--- src/rtl/s2b_pkg.sv ---
// Shared constants and width helpers for the small-to-big stream packer.
// The optional statistics counters are enabled with S2B_PACKER_STATS_EN.
package s2b_pkg;

  localparam int STATS_W = 16;
  localparam int DEF_DWI = 4;
  localparam int DEF_DWO = 16;
  localparam int DEF_R   = DEF_DWO / DEF_DWI;

  function automatic int calc_r(input int dwi, input int dwo);
    return dwo / dwi;
  endfunction

  // A single-symbol word still needs a 1-bit counter to keep the logic regular.
  function automatic int cnt_width(input int r);
    return (r <= 1) ? 1 : $clog2(r);
  endfunction

  function automatic int ptr_width(input int depth);
    return $clog2(depth) + 1;
  endfunction

endpackage

--- src/rtl/s2b_sync_fifo.sv ---
// Single-clock FIFO with extra-MSB pointers; a push into a full buffer with no
// simultaneous pop is refused and reported on drop.
module s2b_sync_fifo
  import s2b_pkg::*;
#(
  parameter int DW    = 16,
  parameter int DEPTH = 4
) (
  input  logic          clk,
  input  logic          rstn,
  input  logic          push,
  input  logic [DW-1:0] push_data,
  input  logic          pop,
  output logic [DW-1:0] head,
  output logic          full,
  output logic          empty,
  output logic          drop
);

  localparam int PW = ptr_width(DEPTH);
  localparam int AW = PW - 1;

  logic [PW-1:0] wr_ptr_q, wr_ptr_d;
  logic [PW-1:0] rd_ptr_q, rd_ptr_d;
  logic [DW-1:0] mem_q [DEPTH];
  logic          push_ok;
  logic          pop_ok;

  always_comb begin
    empty    = (wr_ptr_q == rd_ptr_q);
    full     = (wr_ptr_q[PW-1] != rd_ptr_q[PW-1]) &&
               (wr_ptr_q[AW-1:0] == rd_ptr_q[AW-1:0]);
    pop_ok   = pop && !empty;
    // A pop in the same cycle frees the slot the push needs.
    push_ok  = push && (!full || pop_ok);
    drop     = push && !push_ok;
    wr_ptr_d = wr_ptr_q + PW'(push_ok);
    rd_ptr_d = rd_ptr_q + PW'(pop_ok);
    head     = empty ? '0 : mem_q[rd_ptr_q[AW-1:0]];
  end

  always_ff @(posedge clk or negedge rstn) begin
    if (!rstn) begin
      wr_ptr_q <= '0;
      rd_ptr_q <= '0;
    end else begin
      wr_ptr_q <= wr_ptr_d;
      rd_ptr_q <= rd_ptr_d;
    end
  end

  always_ff @(posedge clk) begin
    if (push_ok) mem_q[wr_ptr_q[AW-1:0]] <= push_data;
  end

endmodule

--- src/rtl/s2b_packer.sv ---
// Small-to-big packer: assembles DWI-bit symbols into DWO-bit words and queues
// them in an output FIFO. Define S2B_PACKER_STATS_EN for word/drop counters.
module s2b_packer
  import s2b_pkg::*;
#(
  parameter int DWI       = 4,
  parameter int DWO       = 16,
  parameter int DEPTH     = 4,
  parameter int MSB_FIRST = 1
) (
  input  logic               dout_clk,
  input  logic               rstn,
  input  logic [DWI-1:0]     din,
  input  logic               din_en,
  input  logic               din_sof,
  output logic [DWO-1:0]     dout,
  output logic               dout_en,
  input  logic               dout_rdy,
  output logic               full,
  output logic               overflow,
  output logic               align_err,
  input  logic               clr_err
`ifdef S2B_PACKER_STATS_EN
  ,
  output logic [STATS_W-1:0] word_cnt,
  output logic [STATS_W-1:0] drop_cnt
`endif
);

  localparam int R  = calc_r(DWI, DWO);
  localparam int CW = cnt_width(R);

  // Output handshake: a word transfers on any edge where dout_en && dout_rdy;
  // dout/dout_en hold steady while dout_rdy is low.

  logic [DWO-1:0] acc_q, acc_d;
  logic [CW-1:0]  cnt_q, cnt_d;
  logic           overflow_q, overflow_d;
  logic           align_err_q, align_err_d;

  logic           realign;
  logic [CW-1:0]  slot;
  logic [DWO-1:0] word;
  logic           complete;
  logic           fifo_empty;
  logic           fifo_drop;
  logic           pop;

  always_comb begin
    realign = din_en && din_sof && (cnt_q != '0);
    slot    = realign ? '0 : cnt_q;
    word    = realign ? '0 : acc_q;
    for (int i = 0; i < R; i++) begin
      if (slot == CW'(i)) begin
        word[((MSB_FIRST != 0) ? (R - 1 - i) : i) * DWI +: DWI] = din;
      end
    end
    complete = din_en && (slot == CW'(R - 1));

    acc_d = acc_q;
    cnt_d = cnt_q;
    if (din_en) begin
      if (complete) begin
        acc_d = '0;
        cnt_d = '0;
      end else begin
        acc_d = word;
        cnt_d = slot + CW'(1);
      end
    end

    // A new error event outranks a simultaneous clear.
    align_err_d = realign   ? 1'b1 : (clr_err ? 1'b0 : align_err_q);
    overflow_d  = fifo_drop ? 1'b1 : (clr_err ? 1'b0 : overflow_q);

    dout_en   = !fifo_empty;
    pop       = dout_en && dout_rdy;
    overflow  = overflow_q;
    align_err = align_err_q;
  end

  always_ff @(posedge dout_clk or negedge rstn) begin
    if (!rstn) begin
      acc_q       <= '0;
      cnt_q       <= '0;
      overflow_q  <= 1'b0;
      align_err_q <= 1'b0;
    end else begin
      acc_q       <= acc_d;
      cnt_q       <= cnt_d;
      overflow_q  <= overflow_d;
      align_err_q <= align_err_d;
    end
  end

  s2b_sync_fifo #(
    .DW    (DWO),
    .DEPTH (DEPTH)
  ) u_fifo (
    .clk       (dout_clk),
    .rstn      (rstn),
    .push      (complete),
    .push_data (word),
    .pop       (pop),
    .head      (dout),
    .full      (full),
    .empty     (fifo_empty),
    .drop      (fifo_drop)
  );

`ifdef S2B_PACKER_STATS_EN
  logic [STATS_W-1:0] word_cnt_q, word_cnt_d;
  logic [STATS_W-1:0] drop_cnt_q, drop_cnt_d;
  logic               pushed;

  always_comb begin
    pushed     = complete && !fifo_drop;
    word_cnt_d = clr_err ? STATS_W'(pushed)    : word_cnt_q + STATS_W'(pushed);
    drop_cnt_d = clr_err ? STATS_W'(fifo_drop) : drop_cnt_q + STATS_W'(fifo_drop);
    word_cnt   = word_cnt_q;
    drop_cnt   = drop_cnt_q;
  end

  always_ff @(posedge dout_clk or negedge rstn) begin
    if (!rstn) begin
      word_cnt_q <= '0;
      drop_cnt_q <= '0;
    end else begin
      word_cnt_q <= word_cnt_d;
      drop_cnt_q <= drop_cnt_d;
    end
  end
`endif

endmodule
--- config.mk ---
export PLATFORM = sky130hd
export DESIGN_NAME = s2b_packer
export DESIGN_NICKNAME = d
export VERILOG_FILES = /design/src/rtl/s2b_pkg.sv /design/src/rtl/s2b_sync_fifo.sv /design/src/rtl/s2b_packer.sv
export SDC_FILE = /design/constraint.sdc
export NUM_CORES = 1
export LEC_CHECK = 0
export CAP_MARGIN = 20
export CORE_UTILIZATION = 36
export DETAILED_ROUTE_END_ITERATION = 8
export PLACE_DENSITY = 0.66
export RECOVER_POWER = 100
export SLEW_MARGIN = 20
export SYNTH_ARGS = -nofsm -noshare
export SYNTH_HDL_FRONTEND = slang
export SYNTH_HIERARCHICAL = 1
export SYNTH_SLANG_ARGS = --single-unit
--- constraint.sdc ---
create_clock -name dout_clk -period 7.7 [get_ports dout_clk]
set_input_delay 1.54 -clock dout_clk [delete_from_list [all_inputs] [get_ports dout_clk]]
set_output_delay 1.54 -clock dout_clk [all_outputs]
set_load 0.01 [all_outputs]
### Word-level counts from Yosys, hierarchy flattened

Memories as Yosys holds them, arrays and structs flattened.
Cells that the tools add are included.

* add/sub/neg operators: 3
* reduce and logical (&&, ||, !) cells: 16
* equality and inequality tests: 6
* mux-type cells: 14

Operators with widths (number)
* $mux W16: 3
* $mux W4: 4
* $logic_and A1 B1 Y1: 8
* $add A3 B1 Y3: 2
* $reduce_bool A2 Y1: 3
* $mux W1: 5
* $eq A2 B2 Y1 const B: 2
* $mux W2: 2
* $eq A3 B3 Y1: 1
* $logic_not A1 Y1: 3
* $add A2 B1 Y2 const B: 1
* $eq A2 B1 Y1 const B: 1
* $eq A2 B2 Y1: 1
* $logic_not A2 Y1: 1
* $logic_or A1 B1 Y1: 1
* $ne A1 B1 Y1: 1

* memories kept: 1
* output and inout bits: 20
* logic and storage cells: 46
* input bits: 10
* flip-flop bits (word level): 26
* RAM bits: 64

Memories
* u_fifo.mem_q: words 4, width 16, rd ports 1, clocked after memory_dff 0, write ports 1, RTL line s2b_sync_fifo.sv:25 `logic [DW-1:0] mem_q [DEPTH];`

### Logic depth before layout (Yosys ltp)

* word-level depth: 9
* gate-level depth with buffers: 10
* mapped depth without buffers: 8

### Modules after synthesis

Netlist, hierarchy kept.

By module, submodules not included
* s2b_sync_fifo: cells each 127, times used 1, area an instance 2746.4 sq um, sequential area each 2072.0 sq um
* s2b_packer: cells each 124, times used 1, area an instance 1127.3 sq um, sequential area each 500.5 sq um

### Least setup slack after synthesis

No wires, ideal clock.

* path kind: input -> register
* from: in din_sof
* to: mem u_fifo.mem_q[2][0] (enable)
* buffers on the path: 2
* path slack: 3742 ps
* setup time: 413 ps
* cell stages on the path: 5
* arrival: 3545 ps
* data required time: 7287 ps
* path through: buf_6 -> clkbuf_1 -> nor3b_1 -> o41ai_2 -> nor3b_1

* longest elaborated chain between the ends: 8

RTL lines
* from (decl): RTL line s2b_packer.sv:15 `input logic din_sof,`
* $logic_and A1 B1 Y1 (2 in series): RTL line s2b_packer.sv:50 `realign = din_en && din_sof && (cnt_q != '0);`
* $mux W2: RTL line s2b_packer.sv:51 `slot = realign ? '0 : cnt_q;`
* $eq A2 B2 Y1: RTL line s2b_packer.sv:58 `complete = din_en && (slot == CW'(R - 1));`
* $logic_and A1 B1 Y1: RTL line s2b_packer.sv:58
* via complete: RTL line s2b_packer.sv:44 `logic complete;`
* $logic_and A1 B1 Y1: RTL line s2b_sync_fifo.sv:35 `push_ok = push && (!full || pop_ok);`
* $mux W1: RTL line s2b_sync_fifo.sv:53 `if (push_ok) mem_q[wr_ptr_q[AW-1:0]] <= push_data;`
* $mux W1 (implied by the code): RTL line s2b_sync_fifo.sv:53
* to (decl): RTL line s2b_sync_fifo.sv:25

The timed path passes the listed nets, and every way through them passes these cells.

### Worst setup path after layout

* from: reg u_fifo.rd_ptr_q[1]
* to: out dout[12]

* longest elaborated chain between the ends: 2
* elaborated cells on any way between the ends: 3
* classes of those cells: eq/ne (1); mux (1); memory (1)

RTL lines
* from (decl): RTL line s2b_sync_fifo.sv:24 `logic [PW-1:0] rd_ptr_q, rd_ptr_d;`
* from (signal assigned): RTL line s2b_sync_fifo.sv:48 `rd_ptr_q <= rd_ptr_d;`
* $eq A3 B3 Y1: RTL line s2b_sync_fifo.sv:30 `empty = (wr_ptr_q == rd_ptr_q);`
* via fifo_empty: RTL line s2b_packer.sv:45 `logic fifo_empty;`
* $mux W16: RTL line s2b_sync_fifo.sv:39 `head = empty ? '0 : mem_q[rd_ptr_q[AW-1:0]];`
* to (decl): RTL line s2b_packer.sv:16 `output logic [DWO-1:0] dout,`

The timed path passes the listed nets, and every way through them passes these cells.

==> summary.md <==
| Metric | Value |
|---|---|
| Mapped Area | `~0.0039 sq mm` |
| Full die area | `0.01118 sq mm` |
| Root Buffer | `clkbuf_8` |
| Worst Reg-to-Reg Cells | `5` |
| Tot Pwr | `1.381 mW` |
| Critical R2R Launch | `u_fifo/rd_ptr_q[1]` |
| EDFF count, synth | `64` |
| Worst Path Buf+Inv | `1` |
| Vias in the first global route | `2150` |
| Final wirelength | `~6.8 mm` |
| #FFs+latches synth | `90` |
| Area grow syn2layout | `14.73%` |
| CP cell instances | `xor2_1 > nor3b_1 > nor2b_1 > dlygate4sd3_1` |
| Clk buf depth | `2` |
| Async set-reset flop share out of synthesis | `around 29%` |
| Antenna violations before repair | `0` |
| Fin crit period | `5468 ps` |
| First drt pass iteration count | `4` |
| # DRC | `0` |
| DIE HEIGHT | `105.7 um` |
| IO Port Bufs | `29` |
| Routability congestion estimate | `0.7656` |
| Antenna diodes | `0` |
| RSZ-0062 raised after global routing | `false` |
| Grt ovf | `0` |
| Vias per cell | `5.080` |
| Clk Latency, worst-skew pair | `350 ps` |
| Most used DFF post-synth | `edfxtp_1` |
| Largest net degree at the start of global routing | `27` |
| Slew Viols, Final | `37` |
| Slowest-stage cell, CP | `nor3b_1` |
| I/O pin count | `30` |
| Row count | `37` |
| Skew final | `6.303 ps` |
| PwrDens | `310.7 mW/mm^2` |
| Least-Margin Pin Slew | `2115 ps` |
| Area share of the largest cell type after synthesis | `49.61%` |
| DRT iter0 DRCs | `125` |
| Design area | `0.004444 sq mm` |
| Crit path from | `u_fifo/rd_ptr_q[1]` |
| Avg WL per Cell | `16.12 um` |
| # setup viols final | `0` |
| Crit Path Class | `register to output pin` |
| H-tree Lvls | `3` |
| Starting Density | `37.36%` |
| Routed vias | `2149` |
| CP endpoint kind | `output pin` |
| Hold Vio Cnt, Final | `0` |
| Worst R2R End | `u_fifo/mem_q[3][6]` |
| Status | `complete, but fails checks` |
| Layout cells sized above 1 | `roughly 13%` |
| Max Cap Viol | `2` |
| Peak Freq | `around 180 MHz` |
| Area contributors post-synth | `edfxtp_1, dfrtp_1, mux4_2` |
| Setup TNS | `0 ps` |
| CP Depth | `4` |
| Post-Synthesis Net Count | `265` |
| Dpl cell area | `0.004293 sq mm` |
| Critical path arrival | `3930 ps` |
| Sequential fraction of the synthesis area | `66.41%` |
| Postcts setup bufs | `0` |
| Slew margin rel. | `-41.33%` |
| First-pass GRT wire length | `11.23 mm` |
| Die width | `105.7 um` |
| WP data required | `6160 ps` |
| Synth cell types | `34` |
| CTS Sinks | `90` |
| Clock-pin slew on the worst setup and hold paths | `90 ps` |
| Worst hold path type | `register to register` |
| Antenna-violating nets left | `0` |
| Core Area | `0.01037 sq mm` |
| Nets | `296` |
| Kind of cell adding the most delay to the critical path | `simple AND/OR/NAND/NOR gates` |
| Num CTS Buffers | `9` |
| CTS tree | `yes` |
| Failing checks | `capacitance limit, slew limit` |
| VDD IR-drop max | `0.1320 mV` |
| CTS Hold Bufs | `0` |
| Leading area contributor after synthesis | `edfxtp_1` |
| Yosys Warn Count | `6` |
| Final Cycle Share | `71.01%` |
| DP Wirelength | `between 4 and 5 mm` |
| R2R setup slack | `between 2000 and 3000 ps` |
| Fill cell count | `954` |
| Crit Path Max Fanout | `19` |
| Overall routing resource usage | `13.62%` |
| Syn Inst Count | `about 250` |
| Post-CTS Resized | `0` |
| Leak | `1.599 nW` |
| CP Launch Type | `register` |
| CP Capture Point | `dout[12]` |
| Syn Area/Cell | `15.43 sq um` |
| Max incr delay on CP | `1680 ps` |
## cell usage after synthesis, types with 5 or more instances
library cell / n
a22o_1: 8
a22oi_1: 8
and2_1: 5
buf_4: 8
dfrtp_1: 26
edfxtp_1: 64
mux4_2: 16
nand2_1: 20
nor2_1: 8
nor2b_1: 18
o21ai_0: 12
o21ai_1: 14
## area by class of cell
type                            count  area [sq um]  area share [%]
Timing Repair Buffer               33         305.3           6.869
Multi-Input combinational cell    144          1186           26.69
Sequential cell                    90          2574           57.91
Clock buffer                        9         123.9           2.787
Clock inverter                      7         70.07           1.577
Tap cell                          136         170.2           3.829
Inverter                            4         15.01          0.3378
## sequential cells by signal, summed over array words and instances (netlist names)
name	flops
acc_q	16
cnt_q	2
overflow	1
u_fifo/mem_q	64
align_err	1
u_fifo/wr_ptr_q	3
u_fifo/rd_ptr_q	3
## per-stage QoR
stage               std cells  setup slack (ps)  hold WS (ps)  utilization, %
floorplan                 251              3742         454.5               -
global placement          407              3363         465.0           41.40
detailed placement        407              3249         468.8           41.40
CTS                       423              2882         488.9           43.27
global route              423              1583         501.4           42.86
finish                    423              2232         484.1           42.86
## worst min-delay path by stage
stage                         from        to  slack (ps)  depth (start not counted)
after CTS                 overflow  overflow         490                          1
after floorplan           acc_q[0]  acc_q[0]         450                          1
after global routing      overflow  overflow         500                          1
after global placement    overflow  overflow         470                          1
after detailed placement  overflow  overflow         470                          1
final                     overflow  overflow         480                          1
## worst reg2reg max path, cell delays in order, from the launching register on
cell and delay [ps]:
dfrtp_1 860, xor2_1 220, nor3b_1 1680, nor2b_1 240
o41ai_1 1030, nor2_1 650
## logic make-up after synthesis
| group | synth area share, % |
|---|---|
| DFF | 66.41 |
| adders and majority gates | 1.550 |
| and+or+nand+nor | 9.432 |
| buffers and inverters | 2.681 |
| muxes | 10.47 |
| xor gates and xnor gates | 1.357 |
| AOI/OAI and AO/OA | 8.108 |
## power by group
part | internal (mW) | total, mW | switching (mW)
registers | 0.566 | 0.641 | 0.0759
clock network | 0.149 | 0.309 | 0.160
logic | 0.248 | 0.430 | 0.181
total | 0.963 | 1.38 | 0.417
## layer usage
layer	share of wire [%]	track usage, %	vias up
met2	47	21.29	61
met5	0	0	-
met4	2.3	7.440	0
li1	-	-	1013
met1	47	18.18	1063
met3	3.8	2.226	12
## cell usage in the layout (no fill, tap or decap), types with 3 or more instances in the layout
cell,count
nand2_1,20
dlygate4sd3_1,23
and3b_1,3
nor2b_1,18
mux4_2,16
a22oi_1,8
clkbuf_1,4
edfxtp_1,64
inv_1,4
and2_1,3
clkinv_4,3
o21ai_0,25
ha_1,4
dfrtp_1,25
nor2_1,9
xor2_1,4
a22o_1,8
clkbuf_8,9
mux2_1,4
clkdlybuf4s50_1,6
(Power assumes the default switching activity.)
